$ cat src/rtl/score_pkg.sv
// Shared types and default parameters for the score-counter input front end.
package score_pkg;

  typedef enum logic [1:0] {
    IDLE,
    PULSE,
    WAIT_RELEASE
  } state_t;

  typedef enum logic {
    UP,
    DOWN
  } dir_t;

  localparam int unsigned SYNC_STAGES_DEF     = 2;
  localparam int unsigned DEBOUNCE_CYCLES_DEF = 4;

endpackage

$ cat src/rtl/key_conditioner.sv
// Synchronizes one raw key, debounces it, and flags the cycle after the
// debounced level rises.
module key_conditioner
  import score_pkg::*;
#(
  parameter int unsigned SYNC_STAGES     = SYNC_STAGES_DEF,
  parameter int unsigned DEBOUNCE_CYCLES = DEBOUNCE_CYCLES_DEF
) (
  input  logic Clock,
  input  logic Reset,
  input  logic key,
  output logic level,
  output logic rise
);

  localparam int unsigned CNT_W = (DEBOUNCE_CYCLES > 1) ? $clog2(DEBOUNCE_CYCLES) : 1;
  localparam logic [CNT_W-1:0] CNT_LAST = CNT_W'(DEBOUNCE_CYCLES - 1);

  logic [SYNC_STAGES-1:0] sync;
  logic [CNT_W-1:0]       cnt;
  logic                   sync_bit;

  assign sync_bit = sync[SYNC_STAGES-1];

  // Synchronizer chain: bit 0 samples the raw key.
  always_ff @(posedge Clock or negedge Reset) begin
    if (!Reset) sync <= '0;
    else        sync <= {sync[SYNC_STAGES-2:0], key};
  end

  // Level flips only after DEBOUNCE_CYCLES consecutive disagreeing cycles.
  always_ff @(posedge Clock or negedge Reset) begin
    if (!Reset) begin
      cnt   <= '0;
      level <= 1'b0;
      rise  <= 1'b0;
    end else begin
      rise <= 1'b0;
      if (sync_bit == level) begin
        cnt <= '0;
      end else if (cnt == CNT_LAST) begin
        cnt   <= '0;
        level <= sync_bit;
        rise  <= sync_bit;
      end else begin
        cnt <= cnt + CNT_W'(1);
      end
    end
  end

endmodule

$ cat src/rtl/score_input_ctrl.sv
// Turns debounced up/down key presses into single-cycle increment requests for
// the digit chain, with optional saturation and sticky wrap flags.
module score_input_ctrl
  import score_pkg::*;
#(
  parameter int unsigned SYNC_STAGES     = SYNC_STAGES_DEF,
  parameter int unsigned DEBOUNCE_CYCLES = DEBOUNCE_CYCLES_DEF,
  parameter bit          SATURATE        = 1'b1
) (
  input  logic Clock,
  input  logic Reset,
  input  logic keyUp,
  input  logic keyDown,
  input  logic atZero,
  input  logic atMax,
  input  logic carryInPos,
  input  logic carryInNeg,
  input  logic clearFlags,
  output logic incrementOutPos,
  output logic incrementOutNeg,
  output logic busy,
  output logic overflow,
  output logic underflow
);

  logic   up_level, up_rise, dn_level, dn_rise;
  state_t state_q, state_d;
  dir_t   dir_q, dir_d;
  logic   pos_d, neg_d, busy_d;

  key_conditioner #(
    .SYNC_STAGES     (SYNC_STAGES),
    .DEBOUNCE_CYCLES (DEBOUNCE_CYCLES)
  ) u_key_up (
    .Clock (Clock),
    .Reset (Reset),
    .key   (keyUp),
    .level (up_level),
    .rise  (up_rise)
  );

  key_conditioner #(
    .SYNC_STAGES     (SYNC_STAGES),
    .DEBOUNCE_CYCLES (DEBOUNCE_CYCLES)
  ) u_key_down (
    .Clock (Clock),
    .Reset (Reset),
    .key   (keyDown),
    .level (dn_level),
    .rise  (dn_rise)
  );

  always_ff @(posedge Clock or negedge Reset) begin
    if (!Reset) begin
      state_q         <= IDLE;
      dir_q           <= UP;
      incrementOutPos <= 1'b0;
      incrementOutNeg <= 1'b0;
      busy            <= 1'b0;
    end else begin
      state_q         <= state_d;
      dir_q           <= dir_d;
      incrementOutPos <= pos_d;
      incrementOutNeg <= neg_d;
      busy            <= busy_d;
    end
  end

  // Next state; outputs are decoded from the next state so they register with it.
  always_comb begin
    state_d = state_q;
    dir_d   = dir_q;
    case (state_q)
      IDLE: begin
        if (up_rise && dn_rise) begin
          state_d = WAIT_RELEASE;
        end else if (up_rise) begin
          if (SATURATE && atMax) begin
            state_d = WAIT_RELEASE;
          end else begin
            state_d = PULSE;
            dir_d   = UP;
          end
        end else if (dn_rise) begin
          if (SATURATE && atZero) begin
            state_d = WAIT_RELEASE;
          end else begin
            state_d = PULSE;
            dir_d   = DOWN;
          end
        end
      end
      PULSE:        state_d = WAIT_RELEASE;
      WAIT_RELEASE: if (!up_level && !dn_level) state_d = IDLE;
      default:      state_d = IDLE;
    endcase
    pos_d  = (state_d == PULSE) && (dir_d == UP);
    neg_d  = (state_d == PULSE) && (dir_d == DOWN);
    busy_d = (state_d != IDLE);
  end

  // Sticky flags; a set in the same cycle as a clear wins.
  always_ff @(posedge Clock or negedge Reset) begin
    if (!Reset) begin
      overflow  <= 1'b0;
      underflow <= 1'b0;
    end else begin
      if (carryInPos)      overflow <= 1'b1;
      else if (clearFlags) overflow <= 1'b0;
      if (carryInNeg)      underflow <= 1'b1;
      else if (clearFlags) underflow <= 1'b0;
    end
  end

endmodule

$ cat config.mk
export PLATFORM = sky130hd
export DESIGN_NAME = score_input_ctrl
export DESIGN_NICKNAME = d
export VERILOG_FILES = /design/src/rtl/score_pkg.sv /design/src/rtl/key_conditioner.sv /design/src/rtl/score_input_ctrl.sv
export SDC_FILE = /design/constraint.sdc
export NUM_CORES = 1
export LEC_CHECK = 0
export CAP_MARGIN = 30
export CORE_MARGIN = 2
export CORE_UTILIZATION = 45
export DETAILED_ROUTE_END_ITERATION = 16
export HOLD_SLACK_MARGIN = 0.12
export PLACE_DENSITY_LB_ADDON = 0.15
export SLEW_MARGIN = 20
export SYNTH_ARGS = -nofsm -noshare
export SYNTH_HDL_FRONTEND = slang
export SYNTH_SLANG_ARGS = --single-unit
$ cat constraint.sdc
create_clock -name Clock -period 1.49 [get_ports Clock]
set_clock_uncertainty 0.15 [all_clocks]
set_input_delay 0.447 -clock Clock [delete_from_list [all_inputs] [get_ports Clock]]
set_output_delay 0.447 -clock Clock [all_outputs]
set_load 0.005 [all_outputs]
# Word-level counts from Yosys, hierarchy flattened

Cells that the tools add are included.

Register bits after elaboration: 20
Bits in latches: 0
Bits in writable memories: 0
Bits in read-only memories: 0
Output and inout bits: 5
Word-level logic and storage cells: 63
Memories: 0

Add/sub/neg operators: 2
Multiply operators: 0
Div/mod/pow operators: 0
Order comparisons: 0
Equality and inequality tests: 7
Shifts and indexed selects: 0
Muxes and demuxes: 24
Bitwise operators: 3
Reduce and logical (&&, ||, !) cells: 12

Operators with widths:

| operator                                                              | count |
|---|---|
| 2-bit 2-to-1 mux                                                      | 10 |
| 1-bit 2-to-1 mux                                                      | 13 |
| 2-bit equality test, second input constant                            | 3 |
| 2-bit case mux with 3 select lines                                    | 1 |
| 2-bit nonzero test                                                    | 3 |
| 2-bit by 1-bit adder with 2-bit output, second input constant         | 2 |
| 2-bit by 1-bit equality test with 1-bit output, second input constant | 2 |
| 1-bit logical AND                                                     | 4 |
| 2-bit AND reduction                                                   | 2 |
| 1-bit inverter                                                        | 3 |
| 1-bit equality test                                                   | 2 |
| 1-bit zero test                                                       | 2 |
| 2-bit zero test                                                       | 1 |

# Longest topological paths before layout

Gate-level depths: netlist of run 1.

Word-level depth: 7
Depth in mapped cells: 3
Depth with buffers taken out: 3

# Hierarchy

From an unflattened synthesis of run 1, not the netlist that was laid out.

Cell total of the unflattened synthesis: 47
Area total of the unflattened synthesis: 694.4 um2

Modules (own cells, without submodules):

| module           | instances | cells an instance | area each (um2) |
|---|---|---|---|
| key_conditioner  | 2         | 12                | 209.0 |
| score_input_ctrl | 1         | 23                | 276.5 |

# Worst setup path before layout of run 1

No wires, ideal clock.

Path kind: input port to flip-flop
Start: input atMax
End: register incrementOutPos
Arrival time: 1.013 ns
Path slack: 0.255 ns
Cell stages on the path: 2
Path through: or4b_1 -> nor2_1

Longest elaborated chain between the ends: 6
Elaborated cells between the ends (all ways): 11

Ends and longest elaborated chain:

| what                                                                             | RTL line               | text |
|---|---|---|
| start: declaration                                                               | score_input_ctrl.sv:15 | `input logic atMax,` |
| 2-bit 2-to-1 mux or 1-bit 2-to-1 mux (tied branches)                             | score_input_ctrl.sv:78 | `if (SATURATE && atMax) begin` |
| 2-bit 2-to-1 mux or 1-bit 2-to-1 mux (tied branches)                             | score_input_ctrl.sv:77 | `end else if (up_rise) begin` |
| 2-bit 2-to-1 mux or 1-bit 2-to-1 mux (tied branches)                             | score_input_ctrl.sv:75 | `if (up_rise && dn_rise) begin` |
| 2-bit case mux with 3 select lines or 1-bit 2-to-1 mux (tied branches)           | score_input_ctrl.sv:73 | `case (state_q)` |
| 2-bit by 1-bit equality test with 1-bit output or 1-bit inverter (tied branches) | score_input_ctrl.sv:97 | `pos_d = (state_d == PULSE) && (dir_d == UP);` |
| 1-bit logical AND *                                                              | score_input_ctrl.sv:97 |  |
| named net pos_d                                                                  | score_input_ctrl.sv:29 | `logic pos_d, neg_d, busy_d;` |
| end signal: assignment                                                           | score_input_ctrl.sv:63 | `incrementOutPos <= pos_d;` |
| end: declaration                                                                 | score_input_ctrl.sv:19 | `output logic incrementOutPos,` |

Mark *: on every way through the listed nets, which the timed path passes. The rest lies on a longest branch.
A chain may end at the register's enable or synchronous reset.

# Final worst setup path of run 1

Start: register incrementOutPos
End: output incrementOutPos

No word-level cell between the ends.

==> results.toml, run 1 <==
[layout]
antennaDiodeCount = 0
drive_gt1_share_pct = 15.07
stdcell_count = 89
area_growth_syn_to_layout_pct = 28.18
fin_nets = 85
nFillCells = 120

[timing]
maxSlewViolCount = 0
timing.hold.ws_ns = 0.2049
rsz0062_at_grt = "false"
finalSetupTns_ns = 0
relSlewSlack_pct = 81.33
tightest_slew_ns = 0.2765
finalCritPeriodShare_pct = 96.97
fmax_ghz = 0.6921
hold_viol_final = 0
setup_viol = 0
fin_crit_ns = 1.445

[worst_setup_path]
critPathMaxFanout = 1
r2r_cells = 2
crit_buf_inv = 1
crit_family = "flip-flops"
cpPeakStageDelay_ns = 0.37
crit_path_cell_trace = "clkdlybuf4s15_1"
critical_path_class = "flip-flop to output pin"
r2r-start = "state_q[1]"
start_kind = "flip-flop"
slowest_stage = "dfrtp_1"
r2r-end = "incrementOutPos"
rrSetupSlack_ns = 0.21
endpoint_kind = "output pin"
required_ns = 0.89
critical_path_arrival_ns = 0.85

[global_routing]
grt_busiest_layer = "met2"
use_met3_pct = 2.553
groute.usage.overall_pct = 13.58
antenna_found_initial = 0
use_met2_pct = 21.82
overflow = 0
use_met1_pct = 14.29
grt_pass1_vias = 459
grt_max_degree = 20
grt_pass1_wl_um = 1752

[worst_hold_path]
min_from = "u_key_down.sync[0]"
min_to = "u_key_down.sync[1]"
hold_depth = 0
hold_class = "flip-flop to flip-flop"

[status]
outcome = "finished, final reports clean"

[place]
placed_cells = 83
place_hpwl_um = 726.5
gp_congestion = 0.7650
port_buffers = 13

[power_and_ir_drop]
vdd_drop_max_mv = 0.7410
p_leak_nw = 0.4236
power_density_nw_per_um2 = 1361

[die]
core_area_um2 = 1454
row_count = 14
die_area_um2 = 1837
initial_utilization_pct = 46.73
io_pins = 14
die_h_um = 42.86
die_x_um = 42.86

[synth]
synth.distinct_cells = 17
synthSimpleGateAreaFrac_pct = 11.97
postSynthAreaPerCell_um2 = 12.82
synth_mux_area_share_pct = 0
synthesis.area_um2 = 679.4
synth_compound_area_share_pct = 9.576
synth_xor_area_share_pct = 2.578
synth_top_family_by_area = "simple AND/OR/NAND/NOR gates"
yosysWarnings = 0
syn-num-nets = 64
synthAdderAreaFrac_pct = 3.683
seq_area_frac_synth_pct = 69.98
ys_ff_latch = 19
netlist_instances = 53

[clocking]
clockBufferDepth = 2
cts.sinks = 19
root_buffer = "clkbuf_4"
cts_made_buffers = 3
cts_tree = "built"
cts_htree_levels = 1
clk_latency_ns = 0.29
ctsHoldBuffers = 0
clk_pin_slew_worst_paths_ns = 0.09

[route]
ant_nets = 0
drt-vias-per-instance = 5.101
drt_iter0_drc = 6
vias = 454
drc = 0
wl_per_cell_um = 10.94
dr.pass1.iters = 4
drt-total-wl_um = 974

[flow_run]
drv_cap = 0
[layer usage]
metal	routed length (um)	up-vias
met5	0	-
met3	54	4
met1	426	217
met2	461	15
li1	-	218
met4	31	0
[sequential cells by signal, summed over array words and instances (netlist names)]
| register | count |
|---|---|
| busy | 1 |
| state_q | 2 |
| overflow | 1 |
| u_key_up.sync | 2 |
| u_key_down.cnt | 2 |
| u_key_up.cnt | 2 |
| underflow | 1 |
| u_key_down.level | 1 |
| u_key_up.rise | 1 |
| u_key_down.rise | 1 |
| incrementOutNeg | 1 |
| incrementOutPos | 1 |
| u_key_up.level | 1 |
| u_key_down.sync | 2 |
[power breakdown]
| group | internal [mW] | total [mW] | switching [mW] |
|---|---|---|---|
| Sequential | 0.625 | 0.706 | 0.0808 |
| Clock | 0.104 | 0.247 | 0.143 |
| Combinational | 0.132 | 0.232 | 0.0998 |
| Total | 0.862 | 1.19 | 0.324 |
[cell usage in the layout, fill, tap and decap left out, drive strengths merged]
cell type       n
a21o            3
a21oi           2
and3            1
buf             4
clkbuf          7
clkdlybuf4s15   1
clkdlybuf4s50   8
dfrtp          19
ha              2
inv             4
nand2           3
nor2            5
nor2b           2
nor3            3
nor3b           1
o211ai          1
o21ai           3
o311ai          1
or4b            1
xnor2           2
[worst reg2reg max path, stage by stage (launching register included)]
cell and delay [ns]:
dfrtp_1 0.44, or4b_1 0.53, nor2_1 0.09
[repair_timing]
item                       4_1_cts  5_1_grt
gates resized for setup         12        3
setup endpoints to repair        5        3
setup buffers                    1        1
gates cloned                     0        0
[through the flow]
stage	instance area, um2	setup slack, ns	utilization [%]	total power, mW
2_1_floorplan	679.4	0.2546	-	0.8459
3_3_place_gp	849.6	-0.1971	58.43	0.9554
3_5_place_dp	849.6	-0.2177	58.43	0.9661
4_1_cts	878.3	0.001950	60.41	1.211
5_1_grt	870.8	0.0008100	59.90	1.274
6_report	870.8	0.04511	59.90	1.185
[cell usage after synthesis (all sizes together)]
library cell	number	area share (%)
nor2	5	2.8
a21oi	2	1.5
and3	1	0.92
nor2b	2	1.8
nor3b	1	1.1
xnor2	2	2.6
ha	2	3.7
nand2	3	1.7
dfrtp	19	70
or4b	1	1.5
a21o	3	3.5
o21ai	3	2.2
o211ai	1	1.1
nor3	3	2.2
o311ai	1	1.3
inv	4	2.2
[kinds of logic after synthesis]
family	Yosys count
DFF	19
and+or+nand+nor	16
AOI/OAI and AO/OA	10
buffers and inverters	4
xor gates and xnor gates	2
adders and majority gates	2
[final cells by class]
class                           count  area (um2)  area share (%)
Clock buffer                        4       26.28           3.017
Inverter                            4       15.01           1.724
Multi-Input combinational cell     30       188.9           21.70
Sequential cell                    19       475.5           54.60
Tap cell                           16       20.02           2.299
Timing Repair Buffer               16       145.1           16.67
[how the worst max path moves through the flow]
stage,from,endpoint,depth (start not counted)
2_1_floorplan,atMax,incrementOutPos,2
4_1_cts,underflow,underflow,1
3_5_place_dp,atMax,busy,4
5_1_grt,incrementOutPos,incrementOutPos,1
3_3_place_gp,atMax,incrementOutPos,3
6_report,incrementOutPos,incrementOutPos,1
(Power assumes the default switching activity.)
==> inputs of run 2 (changes only) <==
clock period = 1.6 ns   (was 1.49 ns; I/O delays follow)
==> results.toml, run 2 (synthesized netlist as in run 1, its figures left out) <==
[status]
outcome = "finished, final reports clean"

[layout]
final_common_cell = "dfrtp_1"
area_growth_syn_to_layout_pct = 28.36
post-route-util_pct = 59.98
drive_gt1_share_pct = 9.589
antennaDiodeCount = 0
mostFrequentLayoutCells = "19 x dfrtp_1, 8 x clkdlybuf4s50_1, 5 x nor2_1, 5 x dlygate4sd2_1, 4 x inv_1"
fin_nets = 85

[global_routing]
overflow = 0
antenna_found_initial = 0
grt_max_degree = 20
groute.usage.overall_pct = 14.31
grt_pass1_wl_um = 1835
grt_pass1_vias = 482

[timing]
tightest_slew_ns = 0.3363
maxSlewViolCount = 0
hold_viol_final = 0
timing.hold.ws_ns = 0.2127
finalSetupTns_ns = 0
setup_viol = 0
fin_crit_ns = 1.568
fmax_ghz = 0.6377
rsz0062_at_grt = "false"
finalCritPeriodShare_pct = 98.00
relSlewSlack_pct = 77.30

[power_and_ir_drop]
p_total_mw = 1.112
p_int_mw = 0.8049
switching_power_mw = 0.3071
clkPwrFrac_pct = 20.8
swShare_pct = 27.61
vdd_drop_max_mv = 0.6309
p_leak_nw = 0.4305
combPwrFrac_pct = 19.9
power_density_nw_per_um2 = 1275
p_seq_share_pct = 59.4

[route]
drt-total-wl_um = 1050
vias = 466
wl_per_cell_um = 11.80
drc = 0
ant_nets = 0
drt-vias-per-instance = 5.236
drt_iter0_drc = 8
dr.pass1.iters = 4

[worst_setup_path]
crit_path_cell_trace = "dlygate4sd2_1"
critical_path_arrival_ns = 0.94
crit_buf_inv = 1
critical_path_class = "flip-flop to output pin"
required_ns = 0.97
cpPeakStageDelay_ns = 0.39
start_kind = "flip-flop"
slowest_stage = "dfrtp_1"
endpoint_kind = "output pin"
crit_family = "flip-flops"
critPathMaxFanout = 2

[die]
initial_utilization_pct = 46.73
die_h_um = 42.86
die_x_um = 42.86
die_area_um2 = 1837
row_count = 14
io_pins = 14
core_area_um2 = 1454

[clocking]
clk_latency_ns = 0.29
cts.sinks = 19
clk_pin_slew_worst_paths_ns = 0.10
root_buffer = "clkbuf_4"
clockBufferDepth = 2
cts_htree_levels = 1
cts_made_buffers = 3
cts_tree = "built"

[flow_run]
drv_cap = 0

[place]
place_hpwl_um = 759.7
gp_congestion = 0.7586
port_buffers = 13

[worst_hold_path]
hold_class = "flip-flop to flip-flop"
[run 2: cell types whose count changed in the layout (fill, tap and decap cells not counted)]
cell and delta:
buf_2 -1, clkbuf_2 -3, clkdlybuf4s15_1 -1, buf_4 +1, dlygate4sd2_1 +5, buf_12 -1
[run 2: layout make-up]
class                   count  area [um2]
flip-flops and latches     19       475.5
inverters                   4       15.01
clock buffers               4       26.28
multi-input cells          30       188.9
fillers                   128       581.8
repair buffers             16       146.4
well taps                  16       20.02
[run 2: path summary, 6_finish.rpt]
| kind | startpoint | to | slack, ns | cells after the start |
|---|---|---|---|---|
| max in group asynchronous | Reset | u_key_up.cnt[1] | 0.75 | 2 |
| hold / removal | u_key_up.sync[0] | u_key_up.sync[1] | 0.21 | 0 |
| hold reg to reg | u_key_up.sync[0] | u_key_up.sync[1] | 0.21 | 0 |
| min in group asynchronous | Reset | u_key_down.cnt[1] | 0.36 | 2 |
| setup reg to reg | u_key_down.rise | busy | 0.29 | 3 |
| setup / recovery | underflow | underflow | 0.03 | 1 |
[run 2: power groups by stage]
stage | registers [mW] | logic [mW] | clock network [mW]
after floorplan | 0.654 | 0.134 | 0
after global placement | 0.667 | 0.220 | 0
after detailed placement | 0.671 | 0.230 | 0
after CTS | 0.660 | 0.224 | 0.240
after global routing | 0.673 | 0.265 | 0.254
final | 0.660 | 0.221 | 0.231
[run 2: through the flow]
stage	instances	setup WS (ns)	instance area [um2]
4_1_cts	88	0.02171	864.6
5_1_grt	89	0.001614	872.1
2_1_floorplan	53	0.3316	679.4
6_report	89	0.03197	872.1
3_5_place_dp	83	-0.1715	837.1
3_3_place_gp	83	-0.1213	837.1
[run 2: layer usage]
metal	share of wire (%)	vias to the layer above	global-route usage [%]
met1	43	228	15.45
li1	-	217	-
met4	3.0	0	16.25
met3	5.2	4	2.553
met2	48	17	21.82
met5	0	-	0
[run 2: what timing repair did]
action	in CTS	in global routing
setup endpoints to repair	5	1
buffers inserted	1	1
hold buffers	0	0
gates resized for setup	5	0
==> inputs of run 3 (changes only) <==
DONT_BUFFER_PORTS = 1   (was unset)
==> results.toml, run 3 (synthesized netlist as in run 1, its figures left out) <==
[route]
ant_nets = 0
drt_iter0_drc = 7
dr.pass1.iters = 3
drt-total-wl_um = 901
drc = 0
vias = 411
drt-vias-per-instance = 5.269
wl_per_cell_um = 11.55

[worst_setup_path]
required_ns = 1.78
critical_path_class = "primary input to async pin"
endpoint_kind = "async pin"
crit_family = "buffers and inverters"
crit_buf_inv = 1
slowest_stage = "dlygate4sd3_1"
critPathMaxFanout = 19
crit_path_cell_trace = "dlygate4sd3_1"
critical_path_arrival_ns = 1.56
cpPeakStageDelay_ns = 1.07
start_kind = "primary input"

[die]
row_count = 14
io_pins = 14
initial_utilization_pct = 46.73
die_area_um2 = 1837
core_area_um2 = 1454
die_x_um = 42.86
die_h_um = 42.86

[clocking]
cts_tree = "built"
cts_made_buffers = 3
root_buffer = "clkbuf_4"
cts_htree_levels = 1
cts.sinks = 19
clk_pin_slew_worst_paths_ns = 0.11
ctsResizeCount = 0
clk_latency_ns = 0.29
clockBufferDepth = 2

[layout]
fin_nets = 74
area_growth_syn_to_layout_pct = 14.36
drive_gt1_share_pct = 8.065
mostFrequentLayoutCells = "19 x dfrtp_1, 5 x nor2_1, 5 x dlygate4sd3_1, 4 x inv_1"
antennaDiodeCount = 0
final_common_cell = "dfrtp_1"
fin_area_um2 = 777.0

[global_routing]
grt_pass1_vias = 402
antenna_found_initial = 0
overflow = 0
grt_max_degree = 20
groute.usage.overall_pct = 12.67
grt_pass1_wl_um = 1621

[power_and_ir_drop]
combPwrFrac_pct = 16.5
p_seq_share_pct = 61.7
p_int_mw = 0.7696
swShare_pct = 28.03
switching_power_mw = 0.2997
clkPwrFrac_pct = 21.8
p_leak_nw = 0.3762
vdd_drop_max_mv = 0.6503
power_density_nw_per_um2 = 1376

[worst_hold_path]
hold_class = "primary input to flip-flop"

[place]
gp_congestion = 0.7444
place_hpwl_um = 603.8
place_area_um2 = 699.4
port_buffers = 0

[timing]
hold_viol_final = 0
fmax_ghz = 0.7268
tightest_slew_ns = 0.8178
relSlewSlack_pct = 45.30
fin_crit_ns = 1.376
finalCritPeriodShare_pct = 85.99
maxSlewViolCount = 0
finalSetupTns_ns = 0
setup_viol = 0
rsz0062_at_grt = "false"

[status]
outcome = "finished, final reports clean"

[flow_run]
drv_cap = 0
[run 3: layer usage]
layer | part of all wire (%) | routed length, um | vias up | global-route usage (%)
met3 | 6.2 | 56 | 2 | 2.553
met1 | 44 | 399 | 198 | 16.00
li1 | - | - | 198 | -
met4 | 1.9 | 17 | 0 | 11.25
met2 | 48 | 428 | 13 | 18.18
met5 | 0 | 0 | - | 0
[run 3: power by group through the flow]
stage,registers [mW],clock network (mW),logic (mW)
after floorplan,0.654,0,0.134
after global placement,0.670,0,0.153
after detailed placement,0.670,0,0.164
after CTS,0.662,0.240,0.178
after global routing,0.678,0.266,0.220
final,0.659,0.234,0.176
[run 3: through the flow]
step	power (mW)	setup slack (ns)	cells	hold slack, ns	util [%]
floorplan	0.7877	0.3316	53	0.03441	-
global placement	0.8226	0.2773	69	0.03479	48.11
detailed placement	0.8341	0.2762	69	0.03479	48.11
CTS	1.080	0.1547	76	0.1211	52.07
global route	1.164	0.06107	78	0.1806	53.44
finish	1.069	0.2241	78	0.1835	53.44
[run 3: cell type report]
class	count	area, um2
clock buffers	3	22.52
clock inverters	1	5.005
fillers	129	676.9
inverters	4	15.01
multi-input cells	30	188.9
flip-flops and latches	19	475.5
well taps	16	20.02
repair buffers	5	50.05
[run 3: timing repair]
item	in CTS	in global routing
buffers inserted	0	0
endpoints found under the setup margin	0	0
endpoints found under the hold margin	21	2
hold buffers	3	2
[run 3: path summary, 6_finish.rpt]
check                                         from                  to  slack (ns)  cells after the start
worst min-delay path                         atMax     incrementOutPos        0.18                      2
worst max-delay path                         Reset    u_key_up.sync[1]        0.22                      1
worst max register to register     u_key_down.rise                busy        0.30                      3
worst min register to register  u_key_down.sync[0]  u_key_down.sync[1]        0.21                      0
min in group asynchronous                    Reset     incrementOutPos        0.57                      1
max in group Clock                        overflow            overflow        0.27                      0
